### config.mk
export PLATFORM = sky130hd
export DESIGN_NAME = load_ctrl
export DESIGN_NICKNAME = d
export VERILOG_FILES = /design/src/rtl/load_ctrl_pkg.sv /design/src/rtl/load_ctrl_word_asm.sv /design/src/rtl/load_ctrl.sv
export SDC_FILE = /design/constraint.sdc
export NUM_CORES = 1
export LEC_CHECK = 0
export ABC_AREA = 0
export CORE_MARGIN = 2
export CORE_UTILIZATION = 30
export CTS_CLUSTER_SIZE = 20
export DETAILED_ROUTE_END_ITERATION = 16
export PLACE_DENSITY = 0.5
export SYNTH_ARGS = -nofsm -noshare
export SYNTH_HDL_FRONTEND = slang
export SYNTH_HIERARCHICAL = 1
export SYNTH_SLANG_ARGS = --single-unit
### constraint.sdc
create_clock -name clk -period 2.97 [get_ports clk]
set_input_delay 0.594 -clock clk [delete_from_list [all_inputs] [get_ports clk]]
set_output_delay 0.594 -clock clk [all_outputs]
set_load 0.01 [all_outputs]
### src/rtl/load_ctrl_pkg.sv
// Shared types and constants for the program-load sequencer.
// Build option: LOAD_CKSUM_EN adds the checksum trailer state.
package load_ctrl_pkg;

  typedef enum logic [2:0] {
    StIdle  = 3'd0,
    StLen   = 3'd1,
    StData  = 3'd2,
`ifdef LOAD_CKSUM_EN
    StCksum = 3'd3,
`endif
    StRun   = 3'd4,
    StErr   = 3'd5
  } state_e;

  localparam logic [1:0] ERR_NONE    = 2'd0;
  localparam logic [1:0] ERR_LEN     = 2'd1;
  localparam logic [1:0] ERR_TIMEOUT = 2'd2;
  localparam logic [1:0] ERR_CKSUM   = 2'd3;

  localparam int unsigned BYTE_IDX_W = 2;

  // States that are inside a frame: the timeout runs and busy is reported.
  function automatic logic in_frame_state(state_e s);
`ifdef LOAD_CKSUM_EN
    return (s == StLen) || (s == StData) || (s == StCksum);
`else
    return (s == StLen) || (s == StData);
`endif
  endfunction

endpackage

### src/rtl/load_ctrl_word_asm.sv
// Little-endian word assembler: collects four bytes into a 32-bit word.
// word_valid is asserted combinationally alongside the byte that completes a word.
module word_asm
  import load_ctrl_pkg::*;
(
  input  logic        clk,
  input  logic        clr,
  input  logic        byte_valid,
  input  logic [7:0]  byte_in,
  output logic        word_valid,
  output logic [31:0] word
);

  logic [BYTE_IDX_W-1:0] cnt_q;
  logic [23:0]           lanes_q;

  always_ff @(posedge clk) begin
    if (clr) begin
      cnt_q   <= '0;
      lanes_q <= '0;
    end else if (byte_valid) begin
      cnt_q <= cnt_q + BYTE_IDX_W'(1);
      unique case (cnt_q)
        2'd0:    lanes_q[7:0]   <= byte_in;
        2'd1:    lanes_q[15:8]  <= byte_in;
        2'd2:    lanes_q[23:16] <= byte_in;
        default: ;
      endcase
    end
  end

  assign word_valid = byte_valid && (cnt_q == '1);
  assign word       = {byte_in, lanes_q};

endmodule

### src/rtl/load_ctrl.sv
// Program-load and run sequencer: length-prefixed UART image into instruction memory.
// Build option: LOAD_CKSUM_EN requires and checks an XOR checksum trailer byte.
module load_ctrl
  import load_ctrl_pkg::*;
#(
  parameter int unsigned ADDR_W         = 8,
  parameter int unsigned TIMEOUT_CYCLES = 1000000
) (
  input  logic              clk,
  input  logic              reset,
  input  logic              rx_dv,
  input  logic [7:0]        rx_byte,
  output logic              mem_we,
  output logic [ADDR_W-1:0] mem_addr,
  output logic [31:0]       mem_wdata,
  output logic              core_reset,
  output logic              core_run,
  output logic              busy,
  output logic [1:0]        err_code,
  output logic [ADDR_W:0]   words_loaded
);

  localparam int unsigned DEPTH = 2 ** ADDR_W;
  localparam int unsigned TMO_W = $clog2(TIMEOUT_CYCLES + 1);

  state_e            state_q, state_d;
  logic [1:0]        err_q, err_d;
  logic [7:0]        len_lsb_q;
  logic [ADDR_W:0]   len_q;
  logic [ADDR_W:0]   words_q;
  logic [TMO_W-1:0]  tmo_q;
  logic              mem_we_q, core_reset_q, core_run_q, busy_q;
  logic [ADDR_W-1:0] mem_addr_q;
  logic [31:0]       mem_wdata_q;

  logic        in_frame, tmo_hit, restart, len_ok, byte_valid, word_valid, last_word;
  logic [15:0] len_rx;
  logic [31:0] word;
`ifdef LOAD_CKSUM_EN
  logic [7:0]  xor_q;
`endif

  // Any byte outside a frame starts a new load and is the length LSB.
  assign restart    = rx_dv && (state_q inside {StIdle, StRun, StErr});
  assign in_frame   = in_frame_state(state_q);
  assign tmo_hit    = in_frame && !rx_dv && (tmo_q == TMO_W'(TIMEOUT_CYCLES - 1));
  assign len_rx     = {rx_byte, len_lsb_q};
  assign len_ok     = (len_rx != 16'd0) && (32'(len_rx) <= DEPTH);
  assign byte_valid = rx_dv && (state_q == StData);
  assign last_word  = word_valid && ((words_q + (ADDR_W + 1)'(1)) == len_q);

  word_asm u_word_asm (
    .clk        (clk),
    .clr        (reset || restart),
    .byte_valid (byte_valid),
    .byte_in    (rx_byte),
    .word_valid (word_valid),
    .word       (word)
  );

  always_comb begin
    state_d = state_q;
    err_d   = err_q;
    unique case (state_q)
      StIdle, StRun, StErr: begin
        if (rx_dv) begin
          state_d = StLen;
          err_d   = ERR_NONE;
        end
      end
      StLen: begin
        if (rx_dv) begin
          if (len_ok) begin
            state_d = StData;
          end else begin
            state_d = StErr;
            err_d   = ERR_LEN;
          end
        end
      end
      StData: begin
        if (last_word) begin
`ifdef LOAD_CKSUM_EN
          state_d = StCksum;
`else
          state_d = StRun;
`endif
        end
      end
`ifdef LOAD_CKSUM_EN
      StCksum: begin
        if (rx_dv) begin
          if (rx_byte == xor_q) begin
            state_d = StRun;
          end else begin
            state_d = StErr;
            err_d   = ERR_CKSUM;
          end
        end
      end
`endif
      default: state_d = StIdle;
    endcase
    // tmo_hit implies no byte this cycle, so an arriving byte always wins.
    if (tmo_hit) begin
      state_d = StErr;
      err_d   = ERR_TIMEOUT;
    end
  end

  always_ff @(posedge clk) begin
    if (reset) begin
      state_q      <= StIdle;
      err_q        <= ERR_NONE;
      len_lsb_q    <= '0;
      len_q        <= '0;
      words_q      <= '0;
      tmo_q        <= '0;
      mem_we_q     <= 1'b0;
      mem_addr_q   <= '0;
      mem_wdata_q  <= '0;
      core_reset_q <= 1'b1;
      core_run_q   <= 1'b0;
      busy_q       <= 1'b0;
    end else begin
      state_q      <= state_d;
      err_q        <= err_d;
      core_reset_q <= (state_d != StRun);
      core_run_q   <= (state_d == StRun);
      busy_q       <= in_frame_state(state_d);
      tmo_q        <= (in_frame && !rx_dv) ? tmo_q + TMO_W'(1) : '0;
      mem_we_q     <= 1'b0;
      if (restart) begin
        len_lsb_q <= rx_byte;
        words_q   <= '0;
      end
      if (rx_dv && (state_q == StLen)) begin
        len_q <= (ADDR_W + 1)'(len_rx);
      end
      if (word_valid) begin
        mem_we_q    <= 1'b1;
        mem_addr_q  <= words_q[ADDR_W-1:0];
        mem_wdata_q <= word;
        words_q     <= words_q + (ADDR_W + 1)'(1);
      end
    end
  end

`ifdef LOAD_CKSUM_EN
  always_ff @(posedge clk) begin
    if (reset || restart) begin
      xor_q <= '0;
    end else if (byte_valid) begin
      xor_q <= xor_q ^ rx_byte;
    end
  end
`endif

  assign mem_we       = mem_we_q;
  assign mem_addr     = mem_addr_q;
  assign mem_wdata    = mem_wdata_q;
  assign core_reset   = core_reset_q;
  assign core_run     = core_run_q;
  assign busy         = busy_q;
  assign err_code     = err_q;
  assign words_loaded = words_q;

endmodule

==> results of run 1 <==
-- state kept, by name (all words and copies together) (netlist names), 2 cells and up --
signal,flops
len_q,9
err_code,2
mem_wdata,32
words_loaded,9
mem_addr,8
u_word_asm/cnt_q,2
tmo_q,20
len_lsb_q,8
u_word_asm/lanes_q,24
state_q,3
-- through the flow --
stage	power, uW	setup WS (ns)	hold WS, ns	area (um^2)	instances
global placement	1823	0.4017	0.4586	6025	819
finish	3883	0.6868	0.4686	6630	850
detailed placement	1824	0.3928	0.4599	6025	819
floorplan	1772	0.7039	0.4372	5233	559
global route	4034	0.4413	0.4794	6630	850
CTS	3946	0.6673	0.4703	6630	850
-- logic make-up (layout without fill, tap and decap cells) --
kind of cell,Yosys count,after routing,share of synthesized area
compound gates,56,56,0.06744
buf+inv,46,112,0.04304
mux,66,66,0.1265
simple gates,231,231,0.2248
xor+xnor,33,33,0.06098
fa+ha+maj,6,6,0.01435
flops,121,121,0.4629
-- final timing paths --
| kind | endpoint | startpoint | slack [ns] |
|---|---|---|---|
| setup / recovery | mem_wdata[22]$_SDFFE_PP0P_ | state_q[1]$_SDFF_PP0_ | 0.69 |
| setup reg to reg | mem_wdata[22]$_SDFFE_PP0P_ | state_q[1]$_SDFF_PP0_ | 0.69 |
| hold / removal | len_q[2]$_SDFFE_PP0P_ | len_lsb_q[2]$_SDFFE_PP0P_ | 0.47 |
| hold reg to reg | len_q[2]$_SDFFE_PP0P_ | len_lsb_q[2]$_SDFFE_PP0P_ | 0.47 |
-- worst max-delay path, stage by stage, from the launching register on --
cell     delay, ns
dfxtp_1       0.43
nor3b_1       0.52
and2_1        0.22
and2_2        0.19
buf_4         0.46
mux2i_1       0.26
nor2_1        0.06
-- per-layer routing --
metal	up-vias	part of all wire	wire length (um)
li1	2000	-	-
met1	1831	0.50	6065
met2	75	0.45	5452
met3	8	0.041	494
met4	0	0.0087	106
met5	-	0	0
-- cell type report --
cell class | instances | area (um^2) | share of cell area
clock buffers | 23 | 488.0 | 0.07360
clock inverters | 8 | 117.6 | 0.01774
inverters | 8 | 30.03 | 0.004529
multi-input cells | 392 | 2585 | 0.3899
flip-flops and latches | 121 | 2422 | 0.3654
well taps | 225 | 281.5 | 0.04246
repair buffers | 73 | 705.7 | 0.1064
-- power breakdown --
| part | leakage [uW] | internal, uW | switching [uW] |
|---|---|---|---|
| logic | 0.00109 | 54.5 | 84.0 |
| clock network | 0.000299 | 1400 | 698 |
| registers | 0.000977 | 1640 | 11.0 |
-- cells in the final DEF, fill, tap and decap left out, drive strengths merged, types with 3 or more instances in the layout --
cell / synthesis / routed
xnor2: 14 / 14
nor2b: 4 / 4
clkdlybuf4s50: 0 / 64
buf: 16 / 9
mux2i: 65 / 65
nor4b: 3 / 3
clkinv: 0 / 4
nor4: 6 / 6
nand2b: 36 / 36
ha: 6 / 6
a21oi: 33 / 33
bufinv: 0 / 3
nand4: 6 / 6
and2: 4 / 4
nand3b: 4 / 4
nor3b: 6 / 6
clkbuf: 22 / 23
nor2: 71 / 71
or4: 3 / 3
and3: 7 / 7
nand2: 57 / 57
inv: 8 / 8
xor2: 17 / 17
o211ai: 3 / 3
nor3: 7 / 7
dfxtp: 121 / 121
a31oi: 3 / 3
nand3: 12 / 12
==> results.md, run 1 <==
- Leakage: approximately 0.0024 uW
- Wirelength per Cell: 14.26 um
- Site Rows: 48
- N_diodes: 0
- Clock transition at path regs: about 0.050 ns
- Worst R2R Path Depth: 6
- Relative slew margins: 0.4762
- Number of distinct library cells after synthesis: 57
- Antenna violations before repair: 0
- CTS sink cnt: roughly 120
- Crit path required time: around 3.2 ns
- Initial Util: 0.3046
- Crit path max fanout: 29
- Pre-antenna DRT Iters: 4
- Routed Antenna Nets: 0
- Fraction of layout instances using a drive strength above 1: 0.08160
- CTS tree: done
- Leading post-synthesis cells by cell area: dfxtp_1 (46%), mux2i_1 (12%), nor2_1 (5.1%), nand2b_1 (4.3%), nand2_1 (3.9%)
- Mapped Nets: between 500 and 600
- Height of the die: between 100 and 150 um
- Worst Max-Slew Pin Slew: roughly 0.8 ns
- Drc violations: 0
- Most instantiated cells after synthesis: dfxtp_1 (121), nor2_1 (71), mux2i_1 (65)
- Startpoint types: flop
- H-tree depth: 4
- Area leader, netlist: dfxtp_1
- Hold Path Stages: 2
- Routed vias: roughly 3.9k
- NumNets Final: 630
- Full die area: approximately 0.019 mm^2
- Most Crowded Layer GR: met2
- Root Buffer: clkbuf_16
- Yosys top cell area share: 0.4629
- Final hold vios: 0
- Vias per inst: between 4 and 5
- Hpwl dp: around 8.2 mm
- CORE AREA: roughly 0.017 mm^2
- Overflow after GRT: 0
- Ports: 66
- Post CTS Setup Buffer Count: 0
- Maxcap violations: 0
- RSZ-0062 raised after global routing: no
- Area delta synth->final: 26.71%
- Final period util: 0.7688
- CP endpoint kind: flop
- Flops & latches, synth: around 120
- Ys async rst share: 0
- Setup TNS: 0 ns
- Final setup viols: 0
- WL final: 12.12 mm
- Number of CTS-inserted buffers: 17
- Fmax: between 400 and 500 MHz
- Clock Latency Late Sink: around 0.4 ns
- Top_reg_cell synth: dfxtp_1
- Layout Skew: 0.008325 ns
- GPL Wtd Cong: around 0.77
- M2 GR Usage: 0.2138
- Outcome: finished, final reports clean
- Syn avg cell area: ~9.4 um^2
- Post-route minimum period: 2.283 ns
- Gr usage total: 0.1390
- Maximum VDD drop: approximately 0.00037 V
- Seq/Total Area, Yosys: 0.4629
- Port buffer count: between 60 and 70
- M1 GR Usage: 0.1829
- Critical Path AT: 2.55 ns
- Wire length of the first global-routing pass: between 15 and 20 mm
- GR Util met3: 0.04474
- FILL cells: between 1.5k and 2k
- Top-count cell post-synth: dfxtp_1
- Initial detailed-routing violation count: around 200
- Worst Hold Class: reg2reg
- Number of enable flip-flop cells after synthesis: 0
- Pin count of the biggest net entering global routing: between 70 and 80
- Gate Count Post-Synth: 559
- Number of global-route vias before repair: roughly 3.9k
- Hold_buf cts: 0
- Clock Tree Buf Depth: 2
- Crit path kind: reg2reg
- Slew Limit Fails: 0
- PwrDens: roughly 600 mW/mm^2
- YS warnings: 6
- Die Span X: about 140 um
- Final Util: 0.3860
- Post-cts sizing count: 0
- Mapped cell area: about 0.0052 mm^2
(Power assumes the default switching activity.)
==> inputs of run 2 (changes only) <==
- PLACE_DENSITY: 0.5 -> 0.52
- clock period: 2.97 -> 1.9 ns (I/O delays scaled with it)
==> run 2 against run 1 <==
Design area up 8.2%. Critical path type unchanged. Global-route usage up 0.84 points. Power up 57%. Combinational power up 110%. Critical path depth down 1. Largest cell class unchanged.
==> results.md, run 2 (synthesis results as in run 1) <==
- Outcome: finished, final reports clean
- CP Cell Sequence: or4_4 > o211ai_2 > nand2_2 > a311o_1 > a21oi_1
- Final Instance Area: 0.007172 mm^2
- Top delay family on crit path: compound AO/OA/AOI/OAI gates
- Crit path required time: 2.25 ns
- PwrDens: ~850 mW/mm^2
- CORE AREA: roughly 0.017 mm^2
- CP endpoint kind: flop
- Number of global-route vias before repair: approximately 4.2k
- Fraction of layout instances using a drive strength above 1: 0.1763
- Antenna violations before repair: 0
- Startpoint types: flop
- Clock transition at path regs: approximately 0.06 ns
- Slew Limit Fails: 0
- N_diodes: 0
- Footprint of the multi-input gates: roughly 0.0027 mm^2
- Final Util: 0.4175
- NumNets Final: roughly 680
- Leakage: between 0.002 and 0.003 uW
- Most common cell after layout, fill and taps aside: dfxtp_1
- Port buffer count: 65
- Worst Hold Class: in2reg
- Final period util: 0.9839
- Max reg flops: 32
- Largest stage delay on the critical path: around 0.56 ns
- Crit path max fanout: 4
- Clock Tree Buf Depth: 2
- Pre-antenna DRT Iters: 4
- Pre-CTS setup slack: -0.3255 ns
- Pin count of the biggest net entering global routing: 71
- Hold_buf cts: 0
- Critical Path AT: around 2.2 ns
- Root Buffer: clkbuf_16
- Wire length of the first global-routing pass: roughly 21 mm
- CTS tree: done
- Layout Skew: between 0.006 and 0.007 ns
- Height of the die: approximately 140 um
- FILL cells: ~1.8k
- Wirelength per Cell: approximately 14 um
- Final hold vios: 0
- Dpl cell area: 0.006491 mm^2
- CP max-delay cell: or4_4
- Routed Antenna Nets: 0
- Post-route minimum period: about 1.9 ns
- Drc violations: 0
- Crit path kind: reg2reg
- Maxcap violations: 0
- GPL Wtd Cong: 0.7874
- WL final: between 10 and 15 mm
- Full die area: around 0.019 mm^2
- Initial detailed-routing violation count: 215
- Routed vias: 4172
- Overflow after GRT: 0
- CTS sink cnt: 121
- H-tree depth: 4
- Final setup viols: 0
- Initial Util: 0.3046
- Relative slew margins: 0.6744
- Number of CTS-inserted buffers: 17
- RSZ-0062 raised after global routing: yes
- Commonest cells after routing, fill and taps aside: dfxtp_1 (115), nor2_1 (71), mux2i_1 (65)
- Clock Latency Late Sink: between 0.4 and 0.5 ns
- Area delta synth->final: 37.06%
- Gr usage total: 0.1474
- Site Rows: 48
- Die Span X: about 140 um
- Maximum VDD drop: roughly 0.00061 V
- Hpwl dp: approximately 8.9 mm
- Ports: 66
- WP buf/inv: 0
- Worst Max-Slew Pin Slew: 0.4873 ns
- Setup ws final: about 0.031 ns
- Fmax: ~530 MHz
- Hold Slack: around 0.42 ns
- Register area: 0.002432 mm^2
- Vias per inst: between 4 and 5
[run 2: changes by cell type in the layout (fill, tap and decap cells not counted), moves of 4 or more]
cell and delta:
dfxtp_1 -6, inv_6 +4, buf_4 +42, dfxtp_2 +5, buf_12 +7
[run 2: power breakdown]
group | switching, uW | internal (uW) | leakage [uW]
sequential | 18.4 | 2560 | 0.000980
clock | 1240 | 2000 | 0.000292
combinational | 147 | 140 | 0.00142
[run 2: worst paths after layout]
check	cells past startpoint	slack, ns	end	startpoint
worst max-delay path	5	0.03	state_q[0]$_SDFF_PP0_	len_lsb_q[2]$_SDFFE_PP0P_
worst min-delay path	3	0.42	mem_wdata[22]$_SDFFE_PP0P_	reset
worst max register to register	5	0.03	state_q[0]$_SDFF_PP0_	len_lsb_q[2]$_SDFFE_PP0P_
worst min register to register	2	0.47	len_q[0]$_SDFFE_PP0P_	len_q[0]$_SDFFE_PP0P_
[run 2: repair_timing]
| item | in CTS | in global routing |
|---|---|---|
| setup buffers | 1 | 0 |
| pin swaps | 1 | 2 |
| endpoints found under the setup margin | 8 | 9 |
| gates resized for setup | 9 | 9 |
[run 2: per-stage QoR]
step / TNS (ns) / std cells / total power (uW)
after floorplan: 0 / 559 / 2772
after global routing: -0.02387 / 900 / 6333
final: 0 / 900 / 6106
after global placement: -9.566 / 867 / 2904
after CTS: 0 / 900 / 6190
after detailed placement: -11.51 / 867 / 2907
[run 2: metal layers]
layer  GRT usage  share of wire  wire, um
met5           0              0         0
met4     0.05556          0.016       201
met2      0.2298           0.44      5611
met3     0.04213          0.042       534
met1      0.1931           0.50      6309
[run 2: layout make-up]
class                           count  share of cell area
Sequential cell                   121              0.3391
Timing Repair Buffer              122              0.1626
Inverter                            8            0.004187
Multi-Input combinational cell    392              0.3707
Clock inverter                     14             0.02285
Clock buffer                       18             0.06124
Tap cell                          225             0.03925
[run 2: tightest hold or removal path: cells and delay by family]
kind / cells / cell delay (ns)
buffers and inverters: 2 / 0.30
and+or+nand+nor: 1 / 0.12
==> inputs of run 3 (changes only) <==
- GPL_ROUTABILITY_DRIVEN: not set -> 0
==> results of run 3 <==
No change in the layout: final DEF, timing and power equal those of run 2.
